===== config.mk =====
export PLATFORM = sky130hd
export DESIGN_NAME = clz_expand
export DESIGN_NICKNAME = d
export VERILOG_FILES = /design/src/rtl/clz_expand.sv
export SDC_FILE = /design/constraint.sdc
export NUM_CORES = 1
export LEC_CHECK = 0
export ABC_AREA = 1
export CAP_MARGIN = 40
export CORE_UTILIZATION = 42
export DETAILED_ROUTE_END_ITERATION = 10
export PLACE_DENSITY = 0.75
export SKIP_CTS_REPAIR_TIMING = 1
export SYNTH_ARGS = -nofsm -noshare
export SYNTH_HDL_FRONTEND = slang
export SYNTH_SLANG_ARGS = --single-unit

===== constraint.sdc =====
create_clock -name clk -period 1.7 [get_ports clk]
set_clock_uncertainty 0.05 [all_clocks]
set_input_delay 0.17 -clock clk [delete_from_list [all_inputs] [get_ports clk]]
set_output_delay 0.17 -clock clk [all_outputs]
set_load 0.05 [all_outputs]

===== src/rtl/clz_expand.sv =====
// Multi-cycle inverse of the leading-zero counter: shifts a normalized mantissa
// right by a leading-zero count while building the matching leading-zero mask.
module clz_expand #(
  parameter int WIDTH = 32,
  parameter int CNT_W = 6
) (
  input  logic             clk,
  input  logic             rst,
  input  logic             start,
  input  logic [CNT_W-1:0] count,
  input  logic [WIDTH-1:0] mant,
  output logic             busy,
  output logic             done,
  output logic [WIDTH-1:0] result,
  output logic [WIDTH-1:0] mask,
  output logic             norm_err
);

  typedef enum logic [1:0] {
    IDLE,
    SHIFT,
    DONE
  } state_t;

  localparam logic [CNT_W-1:0] MaxCount = CNT_W'(WIDTH);

  state_t           r_state;
  logic [WIDTH-1:0] r_shreg;
  logic [WIDTH-1:0] r_mask;
  logic [CNT_W-1:0] r_remaining;
  logic             r_busy;
  logic             r_done;
  logic             r_normErr;

  logic [CNT_W-1:0] w_satCount;
  logic             w_normErr;

  // Counts beyond the operand width collapse to a full-width shift.
  assign w_satCount = (count > MaxCount) ? MaxCount : count;
  assign w_normErr  = ~mant[WIDTH-1] && (w_satCount < MaxCount);

  always_ff @(posedge clk) begin
    if (rst) begin
      r_state     <= IDLE;
      r_shreg     <= '0;
      r_mask      <= '0;
      r_remaining <= '0;
      r_busy      <= 1'b0;
      r_done      <= 1'b0;
      r_normErr   <= 1'b0;
    end else begin
      unique case (r_state)
        IDLE: begin
          r_done <= 1'b0;
          if (start) begin
            r_shreg     <= mant;
            r_mask      <= '0;
            r_remaining <= w_satCount;
            r_normErr   <= w_normErr;
            r_busy      <= 1'b1;
            if (w_satCount == '0) begin
              r_state <= DONE;
              r_done  <= 1'b1;
            end else begin
              r_state <= SHIFT;
            end
          end
        end
        SHIFT: begin
          r_shreg <= {1'b0, r_shreg[WIDTH-1:1]};
          r_mask  <= {1'b1, r_mask[WIDTH-1:1]};
          // Guarded decrement: the counter never wraps below zero.
          if (r_remaining != '0) begin
            r_remaining <= r_remaining - 1'b1;
          end
          if (r_remaining <= CNT_W'(1)) begin
            r_state <= DONE;
            r_done  <= 1'b1;
          end
        end
        DONE: begin
          r_state <= IDLE;
          r_busy  <= 1'b0;
          r_done  <= 1'b0;
        end
        default: begin
          r_state <= IDLE;
          r_busy  <= 1'b0;
          r_done  <= 1'b0;
        end
      endcase
    end
  end

  assign busy     = r_busy;
  assign done     = r_done;
  assign result   = r_shreg;
  assign mask     = r_mask;
  assign norm_err = r_normErr;

endmodule

**Yosys cells after proc, flatten, opt, wreduce, memory -nomap -nowiden**

Index checks and enable logic that the tools add are counted.

- Register bits after elaboration: 75
- Output and inout port bits: 67

- Add/sub/neg operators: 1
- $lt $le $gt $ge: 3
- Eq/ne operators: 4
- Muxes and demuxes: 18
- Bitwise operators: 2
- Reduce and logical (&&, ||, !) cells: 10

Operator list:

| kind | count |
|---|---|
| 32-bit one-hot mux with 2 select lines | 2 |
| 32-bit two-way mux | 2 |
| 6-bit two-way mux | 3 |
| 6-bit one-hot mux with 2 select lines | 1 |
| 2-bit AND reduction | 4 |
| 6-bit > comparator, second input constant | 1 |
| 6-bit by 1-bit <= comparator with 1-bit output, second input constant | 1 |
| 6-bit zero test | 1 |
| 6-bit < comparator, second input constant | 1 |
| 2-bit two-way mux | 3 |
| 2-bit inequality test, second input constant | 3 |
| 6-bit nonzero test | 1 |
| 6-bit by 1-bit subtractor with 6-bit output, second input constant | 1 |
| 1-bit two-way mux | 4 |
| 1-bit one-hot mux with 2 select lines | 2 |
| 2-bit one-hot mux with 2 select lines | 1 |
| 3-bit AND reduction | 1 |
| 2-bit by 1-bit == test with 1-bit output, second input constant | 1 |
| 2-bit zero test | 1 |
| 1-bit inverter | 2 |
| 2-bit nonzero test | 1 |
| 1-bit logical AND | 1 |

**Logic depth before layout (Yosys ltp)**

- Depth in word-level cells: 6
- Depth in mapped cells: 9

**Worst setup path after synthesis**

Ideal clock, no wire load.

- Path type: register to register
- Start point: register r_remaining[0]
- End point: register r_remaining[0]
- Library setup time: 0.116 ns
- Arrival time: 1.131 ns
- Required time: 1.534 ns
- Slack: 0.403 ns
- Stages on the path, launching flop included: 9
- Path buffers: 0
- Cell sequence: dfxtp_1 -> inv_1 -> ha_1 -> nand3_1 -> nand2_2 -> nand2_2 -> clkinv_2 -> nor2_1 -> nor2_1

- Cells in the longest elaborated chain, start to end: 3
- Elaborated cells between the ends (all ways): 6
- Classes of those cells: 1 x add/sub; 1 x eq/ne; 2 x mux; 2 x reduce/logical

Ends and longest elaborated chain:

| what | line | text |
|---|---|---|
| start: declaration | 30 | `logic [CNT_W-1:0] r_remaining;` |
| start signal: assignment | 58 | `r_remaining <= w_satCount;` |
| start signal: assignment | 74 | `r_remaining <= r_remaining - 1'b1;` |
| 6-bit by 1-bit subtractor with 6-bit output / 6-bit nonzero test (equally long branches) | 74, 73 |  |
| 6-bit two-way mux / 2-bit inequality test (equally long branches) | -- |  |
| 6-bit one-hot mux with 2 select lines / 3-bit AND reduction (equally long branches) | -- |  |

Parallel ways exist; a longest one is shown, timed or not. The select of a mux whose other input is x is not followed.
A chain may end at the register's enable or synchronous reset.

**Final worst setup path**

- Start point: register r_remaining[0]
- End point: register r_remaining[2]

Same word-level chain as after synthesis.

==> metrics.md <==
| Metric | Value |
|---|---|
| N_diodes | `0` |
| Leak | `1.853 nW` |
| Max Cap Violations | `0` |
| R2r setup slk | `0.20 ns` |
| Area grow syn2layout | `35.26%` |
| Die height | `89.64 um` |
| Antenna violations before repair | `0` |
| Avg Inst Size Synth | `7.829 um^2` |
| IO Count | `108` |
| Fin util | `0.5952` |
| Kind of critical path | `register to register` |
| Setup TNS | `0 ns` |
| Max Buffers Root-to-Sink | `2` |
| Initial detailed-routing violation count | `123` |
| Setup WS pre-CTS | `0.1194 ns` |
| Share of layout cells above drive strength 1 | `0.2616` |
| RePlAce Congestion | `0.7788` |
| Synth Register Bits | `75` |
| Initial Utilization | `0.4400` |
| Setup-failing EPs final | `0` |
| Core Region | `0.007331 mm^2` |
| Post-synthesis sequential area ratio | `0.4655` |
| CP startpoint kind | `register` |
| Final period util | `0.8804` |
| Vias | `3036` |
| Pwr dens | `1079 mW/mm^2` |
| Synth Warn # | `0` |
| Count of cell types in the netlist | `28` |
| Tmin final | `1.497 ns` |
| Nets | `554` |
| Synth area leaders | `dfxtp_1, nand2_1, o21ai_0, a31oi_1, a21oi_2` |
| Worst EP arrival | `1.65 ns` |
| Number of synthesized flops with an enable pin | `0` |
| CTS root buffer | `clkbuf_8` |
| IO buf count | `107` |
| Min-delay worst type | `input port to register` |
| Syn Nets | `455` |
| Unrepaired setup endpoints after global routing | `no` |
| Crit path cell chain | `inv_1 -> ha_1 -> nand3_1 -> nand2_2 -> nand2_2 -> clkinv_2 -> nand2_1 -> a21oi_1` |
| 1st-pass router iterations | `4` |
| Final non-filler cell total | `615` |
| Depth of the CTS H-tree | `3` |
| Clk sinks | `75` |
| Max incr delay on CP | `0.39 ns` |
| Largest net degree at the start of global routing | `63` |
| Worst skew pair latency | `0.34 ns` |
| Biggest area consumer among synthesized cells | `dfxtp_1` |
| Outcome | `complete, no violations` |
| Final WL | `7937 um` |
| Antenna viol nets, final | `0` |
| Drt drc | `0` |
| Prevailing post-synth register cell | `dfxtp_1` |
| Die width | `89.64 um` |
| Row count | `31` |
| Total power | `4.706 mW` |
| Cell count after synthesis | `412` |
| Ys async rst share | `0` |
| Clock slew at reported path FFs | `0.07 ns` |
| Vias in the first global route | `2728` |
| Post-Place Cells | `599` |
| Crit-path max FO | `6` |
| Die ar. | `0.008034 mm^2` |
| Placed Instance Area | `0.004156 mm^2` |
| Post-DR wirelength/cell | `12.91 um` |
| Design area | `0.004363 mm^2` |
| Peak supply drop | `0.6769 mV` |
| Total gr overflow | `0` |
| Final worst slack | `0.2033 ns` |
| Slowest CP cell | `dfxtp_1` |
| Final Hold Viols | `0` |
| Count leader, synth | `nand2_1` |
| Commonest cells post-synth | `nand2_1, dfxtp_1, o21ai_0` |
| Fmax | `668.2 MHz` |
| CTS tree | `built` |
| Area fraction of the dominant cell type after synthesis | `0.4655` |
| Post-Syn Area | `0.003226 mm^2` |
| Worst endpoint required time | `1.86 ns` |
| DR vias/cell | `4.937` |
| CP endpoint kind | `register` |
| Final Max Slew Viols | `0` |
| HPWL reported at the end of detailed placement | `5248 um` |
| Actual slew at the worst max-slew pin | `0.5131 ns` |
| CTS Buf Count | `9` |
| Most used cell, CP | `nand2_2` |
| Slew headroom | `0.6574` |
| Global-route wire length before repair | `12480 um` |
| GRT Total Usage | `0.2035` |
| Hold_ws | `0.3081 ns` |
==> critical path: cells and delay by family (launching register included) <==
family                   cells  cell delay [ns]
AND/OR/NAND/NOR              4             0.39
buffers and inverters        2             0.22
adder cells (fa/ha/maj)      1             0.24
AO/OA/AOI/OAI                1             0.06
flip-flops                   1             0.39
==> sequential cells by signal, summed over array words and instances (netlist names) <==
signal and count:
mask 32, norm_err 1, r_state 2, r_remaining 6, busy 1, result 32
done 1
==> routing by layer <==
layer / global-route usage / share of wire
met5: 0 / 0
met4: 0.05772 / 0.0086
met2: 0.3326 / 0.47
met1: 0.2504 / 0.45
met3: 0.07770 / 0.077
==> layout by cell type, fill, tap and decap left out <==
cell and count:
nand3_1 4, nand2_2 22, nand2_4 1, nor2_4 1
ha_1 2, a21oi_1 21, nor2_2 2, buf_12 1
nand3b_1 1, o21ai_0 40, nand4_1 1, nor3_2 1
xnor2_1 1, inv_2 2, clkinv_4 1, buf_2 1
buf_4 66, inv_4 2, inv_1 7, nor3_1 1
clkdlybuf4s50_1 39, clkinv_2 4, xor2_1 1, o211a_1 1
dfxtp_1 75, clkbuf_8 12, a31oi_1 31, dlymetal6s2s_1 7
nand2_1 134, a21oi_2 19, nor2_1 15
==> worst paths after layout <==
path	end	start	cells past startpoint
setup / recovery	r_remaining[2]	r_remaining[0]	8
hold reg to reg	busy	busy	2
hold / removal	r_state[0]	rst	5
setup reg to reg	r_remaining[2]	r_remaining[0]	8
==> logic make-up after synthesis <==
kind of cell	after synthesis	synth area share
simple gates	183	0.2420
buf+inv	38	0.06982
flops	75	0.4655
xor+xnor	2	0.005432
fa+ha+maj	2	0.007757
compound gates	112	0.2095
==> report_power, final <==
group | switching [mW] | total [mW] | internal [mW]
Sequential | 0.115 | 2.02 | 1.91
Combinational | 0.951 | 1.41 | 0.455
Clock | 0.635 | 1.28 | 0.645
==> cell type report <==
cell class              count  area (um^2)
clock buffers              12        165.2
clock inverters             4        23.77
fillers                   658         2968
inverters                  12        51.30
multi-input cells         299         1499
flip-flops and latches     75         1501
well taps                  99        123.9
repair buffers            114        998.5
No activity file was read; power rests on OpenSTA's default activity.
==> patch 1, RTL diff (same settings) <==
The 3 states of `state_t` get a one-hot encoding in 3 bits.
--- a/src/rtl/clz_expand.sv
+++ b/src/rtl/clz_expand.sv
@@ -16,10 +16,10 @@
   output logic             norm_err
 );
 
-  typedef enum logic [1:0] {
-    IDLE,
-    SHIFT,
-    DONE
+  typedef enum logic [2:0] {
+    IDLE  = 3'b001,
+    SHIFT = 3'b010,
+    DONE  = 3'b100
   } state_t;
 
   localparam logic [CNT_W-1:0] MaxCount = CNT_W'(WIDTH);
Behaviour: same outputs for any inputs over 10 cycles, from zero or initial values and one cycle with rst high; not proved beyond that.
==> patch 1 against the unedited design <==
  * Setup slack worse by 0.033 ns
  * Maximum frequency fell by 2.2%
  * Count of clock-buffer cells in the layout down 1
  * Critical path type unchanged
  * Synthesized area down 1.9%
  * Sequential cell count rose by 1
  * Cell area up 0.60%
  * Routed wire length increased by 1.0%
  * Largest cell class unchanged
  * Power shrank 5.0%
  * Die area down 1.8%
==> patch 1: results (changes against the unedited design) <==
- Ys async rst share: 0% (unchanged)
- Static Leak: 1.87 nW (+0.81%)
- Worst VDD drop: 0.490 mV (-28%)
- Synth Flop Type: dfxtp_1
- Synth warn: 0 (unchanged)
- DRC errors left: 0 (unchanged)
- Buffers & Inverters on Critical Path: 2 (unchanged)
- Crit-path max FO: 32 (+26)
- PortBufs: 107 (unchanged)
- Pre-CTS setup slack: 0.0540 ns (-0.0654 ns)
- Gr usage total: 20.3% (-0.085 points)
- Post-Route WL: 8020 um (+1.0%)
- Largest net degree at the start of global routing: 47 (-25%)
- Distinct cells, synth: 23 (-18%)
- Top post-synthesis cells by area: dfxtp_1, nand2_1, a31oi_1
- Layout cells sized above 1: 18.5% (-7.7 points)
- Clock Pin Slew Worst Setup and Hold Paths: 0.09 ns (+0.02 ns)
- Post-synth EDFFs: 0 (unchanged)
- Status: complete, no violations
- Global-route wire length before repair: 12,500 um (-0.11%)
- Num CTS Buffers: 9 (unchanged)
- Measured slew at the worst slew-check pin: 0.519 ns (+0.00594 ns)
- Most frequent cells after synthesis: nand2_1, dfxtp_1, a21oi_1
- HPWL after DPL: 5490 um (+4.6%)
- Hold Crit Class: in2reg
- Via/cell ratio: 4.93 (-0.16%)
- Fillers: 669 (+1.7%)
- Clk Latency, worst-skew pair: 0.34 ns (about the same)
- GPL Wtd Cong: 0.873 (+12%)
- Number of global-route vias before repair: 2,669 (-2.2%)
- Htree depth: 3 (unchanged)
- Syn nets: 468 (+2.9%)
- DR iter-0 viols: 156 (+27%)
- Crit-path slowest cell: dfxtp_1
- Fin nets: 569 (+2.7%)
- Antenna violations before repair: 0 (unchanged)
- N_diodes: 0 (unchanged)
- Worst path top cell family by delay: flip-flops
- Sequential share of the synthesized area: 48.1% (+1.5 points)
- Crit-path max cell delay: 0.46 ns (+0.07 ns)
- Pre-antenna DRT Iters: 4 (unchanged)
- Clk buf depth: 2 (unchanged)
-- patch 1: final timing paths --
check             depth (start not counted)  slack [ns]  startpoint         to
hold reg to reg                           2        0.43    mask[15]   mask[15]
setup / recovery                          7        0.17  r_state[0]    mask[9]
hold / removal                            3        0.34     mant[8]  result[8]
setup reg to reg                          7        0.17  r_state[0]    mask[9]
-- patch 1: area by class of cell --
type	instances	area, um2	share of cell area (%)
Multi-Input combinational cell	302	1390	31.8
Inverter	18	70.1	1.60
Tap cell	99	124	2.82
Sequential cell	76	1520	34.7
Clock inverter	5	85.1	1.94
Clock buffer	11	141	3.22
Timing Repair Buffer	119	1050	24.0
-- patch 1: power by group --
group | switching [W] | internal (W)
clock | 0.000663 | 0.000873
combinational | 0.000618 | 0.000344
sequential | 0.0000850 | 0.00189
-- patch 1: metrics by stage --
stage | TNS (ns) | instances | hold WS [ns] | cell area [um2] | util, %
6_report | 0 | 630 | 0.341 | 4390 | 60.5
2_1_floorplan | 0 | 425 | 0.267 | 3170 | -
3_3_place_gp | 0 | 614 | 0.401 | 4160 | 57.3
4_1_cts | -0.0244 | 630 | 0.337 | 4380 | 60.4
3_5_place_dp | 0 | 614 | 0.420 | 4160 | 57.3
5_1_grt | 0 | 630 | 0.366 | 4390 | 60.5
-- patch 1: cells by family after synthesis --
logic type	synth area share, %
fa+ha+maj	0.790
xor+xnor	0.553
flops	48.1
simple gates	23.4
compound gates	19.3
buf+inv	7.91
-- patch 1: layer usage --
| metal | wire [um] | vias to the layer above | GRT usage, % |
|---|---|---|---|
| met4 | 127 | 0 | 7.62 |
| met1 | 3840 | 1408 | 27.3 |
| li1 | - | 1604 | - |
| met5 | 0 | - | 0 |
| met3 | 411 | 10 | 3.45 |
| met2 | 3640 | 83 | 32.6 |
==> patch 2, RTL diff (config.mk and constraints unchanged) <==
Without the edit above. Change the parameter `CNT_W` from 6 to 3.
--- a/src/rtl/clz_expand.sv
+++ b/src/rtl/clz_expand.sv
@@ -2,7 +2,7 @@
 // right by a leading-zero count while building the matching leading-zero mask.
 module clz_expand #(
   parameter int WIDTH = 32,
-  parameter int CNT_W = 6
+  parameter int CNT_W = 3
 ) (
   input  logic             clk,
   input  logic             rst,
Ports: changed (resized count); port bits go from 108 to 105. The function was not compared with the original's and may differ.
==> patch 2 against the unedited design <==
  * Synthesized area fell by 17%
  * Cell area down 13%
  * First-iteration DRC count is 24% lower
  * Sequential cell count is 4 lower
  * Setup slack improved by 0.0057 ns
  * Routed wire length is 15% lower
  * Utilization up 3.6 points
  * Critical path depth down 1
  * Critical path type unchanged
  * Largest cell class unchanged
Power is not compared: it rests on default switching activity, and its combinational part moved more than twofold at a synthesized area within 25%.
==> patch 2: results (changes against the unedited design) <==
- Yosys reg bits: 71 (-5.3%)
- Worst path top cell family by delay: buffers and inverters
- Layout clock area frac: 5.20% (+0.87 points)
- Non-CTS buffers: 106 (-7.0%)
- Top post-synthesis cells by area: dfxtp_1, a21oi_1, nand2_1
- # clk buffers: 11 (-1)
- Sequential share of the synthesized area: 53.2% (+6.7 points)
- Measured slew at the worst slew-check pin: 0.536 ns (+0.0224 ns)
- Clk Latency, worst-skew pair: 0.34 ns (about the same)
- Pre-CTS setup slack: 0.0761 ns (-0.0433 ns)
- Most frequent cells after synthesis: nand2_1, dfxtp_1, a21oi_1
- Layout cells sized above 1: 18.9% (-7.2 points)
- Number of global-route vias before repair: 2,390 (-12%)
- Critical Path AT: 1.67 ns (+0.02 ns)
- Htree depth: 3 (unchanged)
- GPL Wtd Cong: 0.731 (-6.1%)
- Fin nets: 464 (-16%)
- Post-route design area: 0.00380 mm2 (-13%)
- PortBufs: 100 (-6.5%)
- Crit-path max cell delay: 0.42 ns (+0.03 ns)
- Syn nets: 374 (-18%)
- DR iter-0 viols: 94 (-24%)
- Global routing usage on met3: 6.22% (-1.5 points)
- Inverters: 10 (-2)
- M1 GR Usage: 26.2% (+1.2 points)
- Fillers: 541 (-18%)
- Distinct cells, synth: 19 (-32%)
- Global-route track usage on met2: 33.3% (+0.041 points)
- Buffering overhead: 25.3% (+2.4 points)
- Clock root buffer: clkbuf_8
- Largest net degree at the start of global routing: 67 (+6.3%)
- Multi-input logic area: 0.00109 mm2 (-27%)
- Post-Route WL: 6750 um (-15%)
- Dpl cell area: 0.00358 mm2 (-14%)
- Die area: 0.00668 mm2 (-17%)
- Dpl cells: 487 (-19%)
- Synth warn: 0 (unchanged)
- Status: complete, no violations
- Fin cells: 503 (-18%)
- Comb_multi_in: 225 (-25%)
- HPWL after DPL: 4370 um (-17%)
- Gr usage total: 21.0% (+0.69 points)
- Fraction of area in registers: 37.4% (+3.0 points)
==> patch 2: metal layers <==
layer | vias to the layer above | share of wire, %
li1 | 1320 | -
met1 | 1179 | 46
met2 | 86 | 44
met3 | 11 | 8.8
met4 | 0 | 1.6
met5 | - | 0
==> patch 2: worst paths after layout <==
path	startpoint	endpoint	slack [ns]	cells after the start
setup reg to reg	r_state[1]	done	0.21	7
setup / recovery	r_state[1]	done	0.21	7
hold reg to reg	done	done	0.42	2
hold / removal	mant[31]	result[31]	0.40	3
==> patch 2: kinds of logic after synthesis <==
logic type | count (synthesis) | synth area share, %
buffers and inverters | 37 | 6.09
other | 1 | 0.140
adder cells (fa/ha/maj) | 3 | 1.41
flip-flops | 71 | 53.2
AND/OR/NAND/NOR | 93 | 13.7
AO/OA/AOI/OAI | 128 | 25.4
==> patch 2: worst min-delay path: cells and delay by family <==
kind                   cells  cell delay [ns]
buffers and inverters      1             0.42
AND/OR/NAND/NOR            1             0.08
AO/OA/AOI/OAI              1             0.06
